$ cat config.mk
export PLATFORM = sky130hd
export DESIGN_NAME = sr_pulse_gen
export DESIGN_NICKNAME = d
export VERILOG_FILES = /design/src/rtl/sr_pulse_gen.sv
export SDC_FILE = /design/constraint.sdc
export NUM_CORES = 1
export LEC_CHECK = 0
export BUFFER_PORTS_ARGS = -buffer_cell sky130_fd_sc_hd__buf_4
export CAP_MARGIN = 30
export CORE_MARGIN = 1
export CORE_UTILIZATION = 60
export CTS_BUF_LIST = sky130_fd_sc_hd__clkbuf_2
export DETAILED_ROUTE_END_ITERATION = 6
export PLACE_DENSITY = 0.87
export SYNTH_ARGS = -nofsm -noshare
export SYNTH_HDL_FRONTEND = slang
export SYNTH_SLANG_ARGS = --single-unit
$ cat constraint.sdc
create_clock -name clk -period 3 [get_ports clk]
set_input_delay 0.3 -clock clk [delete_from_list [all_inputs] [get_ports clk]]
set_output_delay 0.3 -clock clk [all_outputs]
set_load 0.005 [all_outputs]
$ cat src/rtl/sr_pulse_gen.sv
// Debounced push-button driver producing mutually exclusive set/reset pulses for an SR flip-flop.
// Optional auto-repeat of held buttons is enabled by defining SR_AUTO_REPEAT_EN.
module sr_pulse_gen #(
  parameter int DEBOUNCE_CYCLES = 16,
  parameter int PULSE_LEN       = 1,
  parameter int BTN_ACTIVE_LOW  = 1,
  parameter int REPEAT_CYCLES   = 64
) (
  input  logic clk,
  input  logic rst,
  input  logic btn_set,
  input  logic btn_reset,
  output logic s,
  output logic r,
  output logic busy,
  output logic set_lvl,
  output logic reset_lvl
);

  localparam int   DW       = $clog2(DEBOUNCE_CYCLES + 1);
  localparam int   PW       = $clog2(PULSE_LEN + 1);
  localparam logic IDLE_LVL = (BTN_ACTIVE_LOW != 0);

  typedef enum logic { IDLE, PULSE } state_t;
  typedef enum logic { SEL_SET, SEL_RST } sel_t;

  // Index 0 is the set button, index 1 the reset button throughout.
  logic [1:0]    sync_set, sync_rst;
  logic [1:0]    pressed;
  logic [1:0]    lvl, lvl_d;
  logic [DW-1:0] db_cnt [2];
  logic [1:0]    press;
  logic [1:0]    ev;

  state_t        state, state_n;
  sel_t          sel, sel_n;
  logic [PW-1:0] cnt, cnt_n;
  logic          s_n, r_n;

  // Stage 0: two-flop synchronisers, reset to the released level
  always_ff @(posedge clk) begin
    if (rst) begin
      sync_set <= {2{IDLE_LVL}};
      sync_rst <= {2{IDLE_LVL}};
    end else begin
      sync_set <= {sync_set[0], btn_set};
      sync_rst <= {sync_rst[0], btn_reset};
    end
  end

  assign pressed = {sync_rst[1] ^ IDLE_LVL, sync_set[1] ^ IDLE_LVL};

  // Stage 1: debounce counters and debounced levels
  always_ff @(posedge clk) begin
    if (rst) begin
      lvl   <= '0;
      lvl_d <= '0;
      for (int i = 0; i < 2; i++) db_cnt[i] <= '0;
    end else begin
      lvl_d <= lvl;
      for (int i = 0; i < 2; i++) begin
        if (pressed[i] == lvl[i]) begin
          db_cnt[i] <= '0;
        end else if (db_cnt[i] == DW'(DEBOUNCE_CYCLES - 1)) begin
          lvl[i]    <= ~lvl[i];
          db_cnt[i] <= '0;
        end else begin
          db_cnt[i] <= db_cnt[i] + DW'(1);
        end
      end
    end
  end

  assign press = lvl & ~lvl_d;

`ifdef SR_AUTO_REPEAT_EN
  localparam int RW = $clog2(REPEAT_CYCLES + 1);
  logic [RW-1:0] rep_tmr [2];
  logic [1:0]    rep_hit;
  logic          drop_set;

  always_comb begin
    rep_hit = '0;
    for (int i = 0; i < 2; i++)
      rep_hit[i] = lvl[i] && (rep_tmr[i] == RW'(REPEAT_CYCLES));
  end

  assign ev       = press | rep_hit;
  // A set event lost to a simultaneous reset event restarts the set timer.
  assign drop_set = (state == IDLE) && ev[0] && ev[1];

  always_ff @(posedge clk) begin
    for (int i = 0; i < 2; i++) begin
      if (rst || !lvl[i])
        rep_tmr[i] <= '0;
      else if (i == 0 && drop_set)
        rep_tmr[i] <= '0;
      else if (ev[i])
        rep_tmr[i] <= RW'(1);
      else
        rep_tmr[i] <= rep_tmr[i] + RW'(1);
    end
  end
`else
  assign ev = press;
`endif

  // Stage 2: pulse FSM; reset events take priority and preempt a set pulse
  always_comb begin
    state_n = state;
    sel_n   = sel;
    cnt_n   = cnt;
    case (state)
      IDLE: begin
        if (ev[1]) begin
          state_n = PULSE;
          sel_n   = SEL_RST;
          cnt_n   = PW'(1);
        end else if (ev[0]) begin
          state_n = PULSE;
          sel_n   = SEL_SET;
          cnt_n   = PW'(1);
        end
      end
      PULSE: begin
        if (ev[1] && sel == SEL_SET) begin
          sel_n = SEL_RST;
          cnt_n = PW'(1);
        end else if (cnt == PW'(PULSE_LEN)) begin
          state_n = IDLE;
          cnt_n   = '0;
        end else begin
          cnt_n = cnt + PW'(1);
        end
      end
      default: state_n = IDLE;
    endcase
    s_n = (state_n == PULSE) && (sel_n == SEL_SET);
    r_n = (state_n == PULSE) && (sel_n == SEL_RST);
  end

  always_ff @(posedge clk) begin
    if (rst) begin
      state <= IDLE;
      sel   <= SEL_SET;
      cnt   <= '0;
      s     <= 1'b0;
      r     <= 1'b0;
    end else begin
      state <= state_n;
      sel   <= sel_n;
      cnt   <= cnt_n;
      s     <= s_n;
      r     <= r_n;
    end
  end

  assign busy      = (state == PULSE);
  assign set_lvl   = lvl[0];
  assign reset_lvl = lvl[1];

endmodule
==> out/results.ini <==
[place]
place_ws_ns = 1.30
hpwl_um = 945
gp_congestion = 0.766
io_buffers = 8

[sta]
rsz0062_at_grt = no
drv_slew = 0
setup_ws_ns = 1.28
tns_ns = 0
max_freq_mhz = 580
min_period_ns = 1.72
finalSetupViolations = 0
hold_viol = 0
finalCritPeriodShare_pct = 57.5
hold_ws_ns = 0.158
finalClockSkew_ns = 0.00759

[detailed_routing]
wl_mm = 1.22
routedWlPerCell_um = 10.3
drtPass1Iterations = 3
drc_errors = 0
drt.antenna.violating_nets = 0
drtIter0Drc = 6
vias = 586
vias_per_cell = 4.97

[critical_path]
cp-start-kind = register
critPathCaptureType = register
crit_required_ns = 3.18
path_max_fanout = 5
cp.buffers_inverters = 0
crit_family = simple AND/OR/NAND/NOR gates
arrival_ns = 1.91
path_cells = ha_1 > and3_1 > ha_1 > or3_4 > nor2_2
path_class = register to register
max_stage_delay_ns = 0.47
rrSetupSlack_ns = 1.28
crit_top_cell = ha_1
cp_slowest_cell = edfxtp_1

[logic_synthesis]
yosysTopAreaCellShare_pct = 32.0
synth_cells = 83
synth_area_um2 = 940
yosysSeqAreaShare_pct = 59.7
yosys_warnings = 0
yosysTopAreaCell = edfxtp_1
syn_area_per_cell_um2 = 11.3
synth.ff_latch_count = 23
ys_types = 24
synthTopCellsByArea = edfxtp_1 32%, dfxtp_1 28%, ha_1 5.3%

[floorplanning]
chipHeight_um = 41.6
die_w_um = 41.6
fp.coreArea_um2 = 1380
die_area_um2 = 1730
ios = 9
initial_core_util_pct = 68.0
row_count = 13

[clock_tree]
path_clk_slew_ns = 0.19
clock_sinks = 23
numCtsBuffers = 3
cts_hold_buf = 0
clock_path_buffers = 2
clk_latency_ns = 0.31
htree_num_levels = 1
cts_tree = built
cts-root-buf = clkbuf_2
postCtsSetupBuffers = 0
ctsResizeCount = 0

[grt]
antenna_found_initial = 0
grtUsageTotal_pct = 16.9
grt_max_degree = 16
grt_overflow = 0
grt_pass1_wl_mm = 2.18
grt_pass1_vias = 568

[cells_and_area]
nNetsFinal = 112
seqCellArea_um2 = 561
diodes = 0
fillCellCount = 92
drive_gt1_share_pct = 22.3
multi_input_area_um2 = 394
postLayoutCoreUtil_pct = 77.3
area_growth_pct = 13.7

[pwr]
power_uw = 487
vdd_drop_max_uv = 357
power_leakage_nw = 0.446
power_density_nw_per_um2 = 455

[flow_run]
cap_viol_max_count = 0

[run_status]
outcome = complete, no violations

[worst_hold_path]
min_path_type = input pin to register

## power by group
part	switching, mW	internal, mW
clock network	0.0813	0.0353
registers	0.00629	0.337
logic	0.0139	0.0129
## final cells by class
type	instances	area share, %
Inverter	4	1.41
Clock buffer	4	1.87
Timing Repair Buffer	8	5.62
Multi-Input combinational cell	64	36.9
Sequential cell	23	52.5
Tap cell	15	1.76
## cell usage after synthesis, drive strengths merged
master,count
a211oi,2
a21oi,5
and3,2
inv,4
or2,4
or3,2
o22a,1
and2b,1
nor3,2
conb,1
mux2,1
xnor2,2
nor2,15
nand3,2
ha,4
edfxtp,10
o21ai,1
dfxtp,13
nand2b,3
clkbuf,1
nor2b,2
xor2,4
nand2,1
## through the flow
stage / instances / cell area, um2
after CTS: 118 / 1070
after detailed placement: 114 / 1050
after floorplan: 92 / 973
after global routing: 118 / 1070
final: 118 / 1070
after global placement: 114 / 1050
## cell usage in the layout (no fill, tap or decap)
master,count
dfxtp_1,13
nor2_1,11
edfxtp_1,10
conb_1,10
buf_4,8
a21oi_1,5
inv_1,4
xor2_1,4
or2_2,4
nor2_2,4
ha_1,4
clkbuf_2,4
nand2b_1,3
and3_1,2
or3_4,2
nor2b_1,2
nand3_1,2
xnor2_1,2
a211oi_1,2
nor3_1,2
o22a_1,1
and2b_1,1
nand2_1,1
mux2_2,1
o21ai_0,1
## sequential cells by signal (all words and copies together) (netlist names)
| register | flops |
|---|---|
| db_cnt | 10 |
| lvl | 2 |
| lvl_d | 2 |
| sync_rst | 2 |
| sync_set | 2 |
| busy | 1 |
| cnt | 1 |
| r | 1 |
| s | 1 |
| sel | 1 |
## per-layer routing
layer | vias to the layer above | track usage, % | wire [um]
met3 | 2 | 5.22 | 37
met1 | 267 | 20.1 | 617
li1 | 310 | - | -
met5 | - | 0 | 0
met2 | 7 | 27.8 | 553
met4 | 0 | 7.74 | 11
## kinds of logic after synthesis
group	count (synthesis)	share of synthesized area, %
buffers and inverters	5	2.00
and+or+nand+nor	34	20.1
adders and majority gates	4	5.33
other	1	0.399
xor gates and xnor gates	6	5.59
DFF	23	59.7
AOI/OAI and AO/OA	9	5.72
muxes	1	1.20
## final timing paths
check,endpoint,cells after the start,start
worst min-delay path,sync_rst[0],2,btn_reset
worst max register to register,db_cnt[1][2],5,db_cnt[1][0]
worst max-delay path,db_cnt[1][2],5,db_cnt[1][0]
worst min register to register,sync_set[1],1,sync_set[0]
## worst reg2reg max path, cell delays in order (launching register included)
cell and delay (ns):
edfxtp_1 0.47, ha_1 0.24, and3_1 0.18, ha_1 0.20, or3_4 0.41, nor2_2 0.11
No activity file was read; power rests on OpenSTA's default activity.
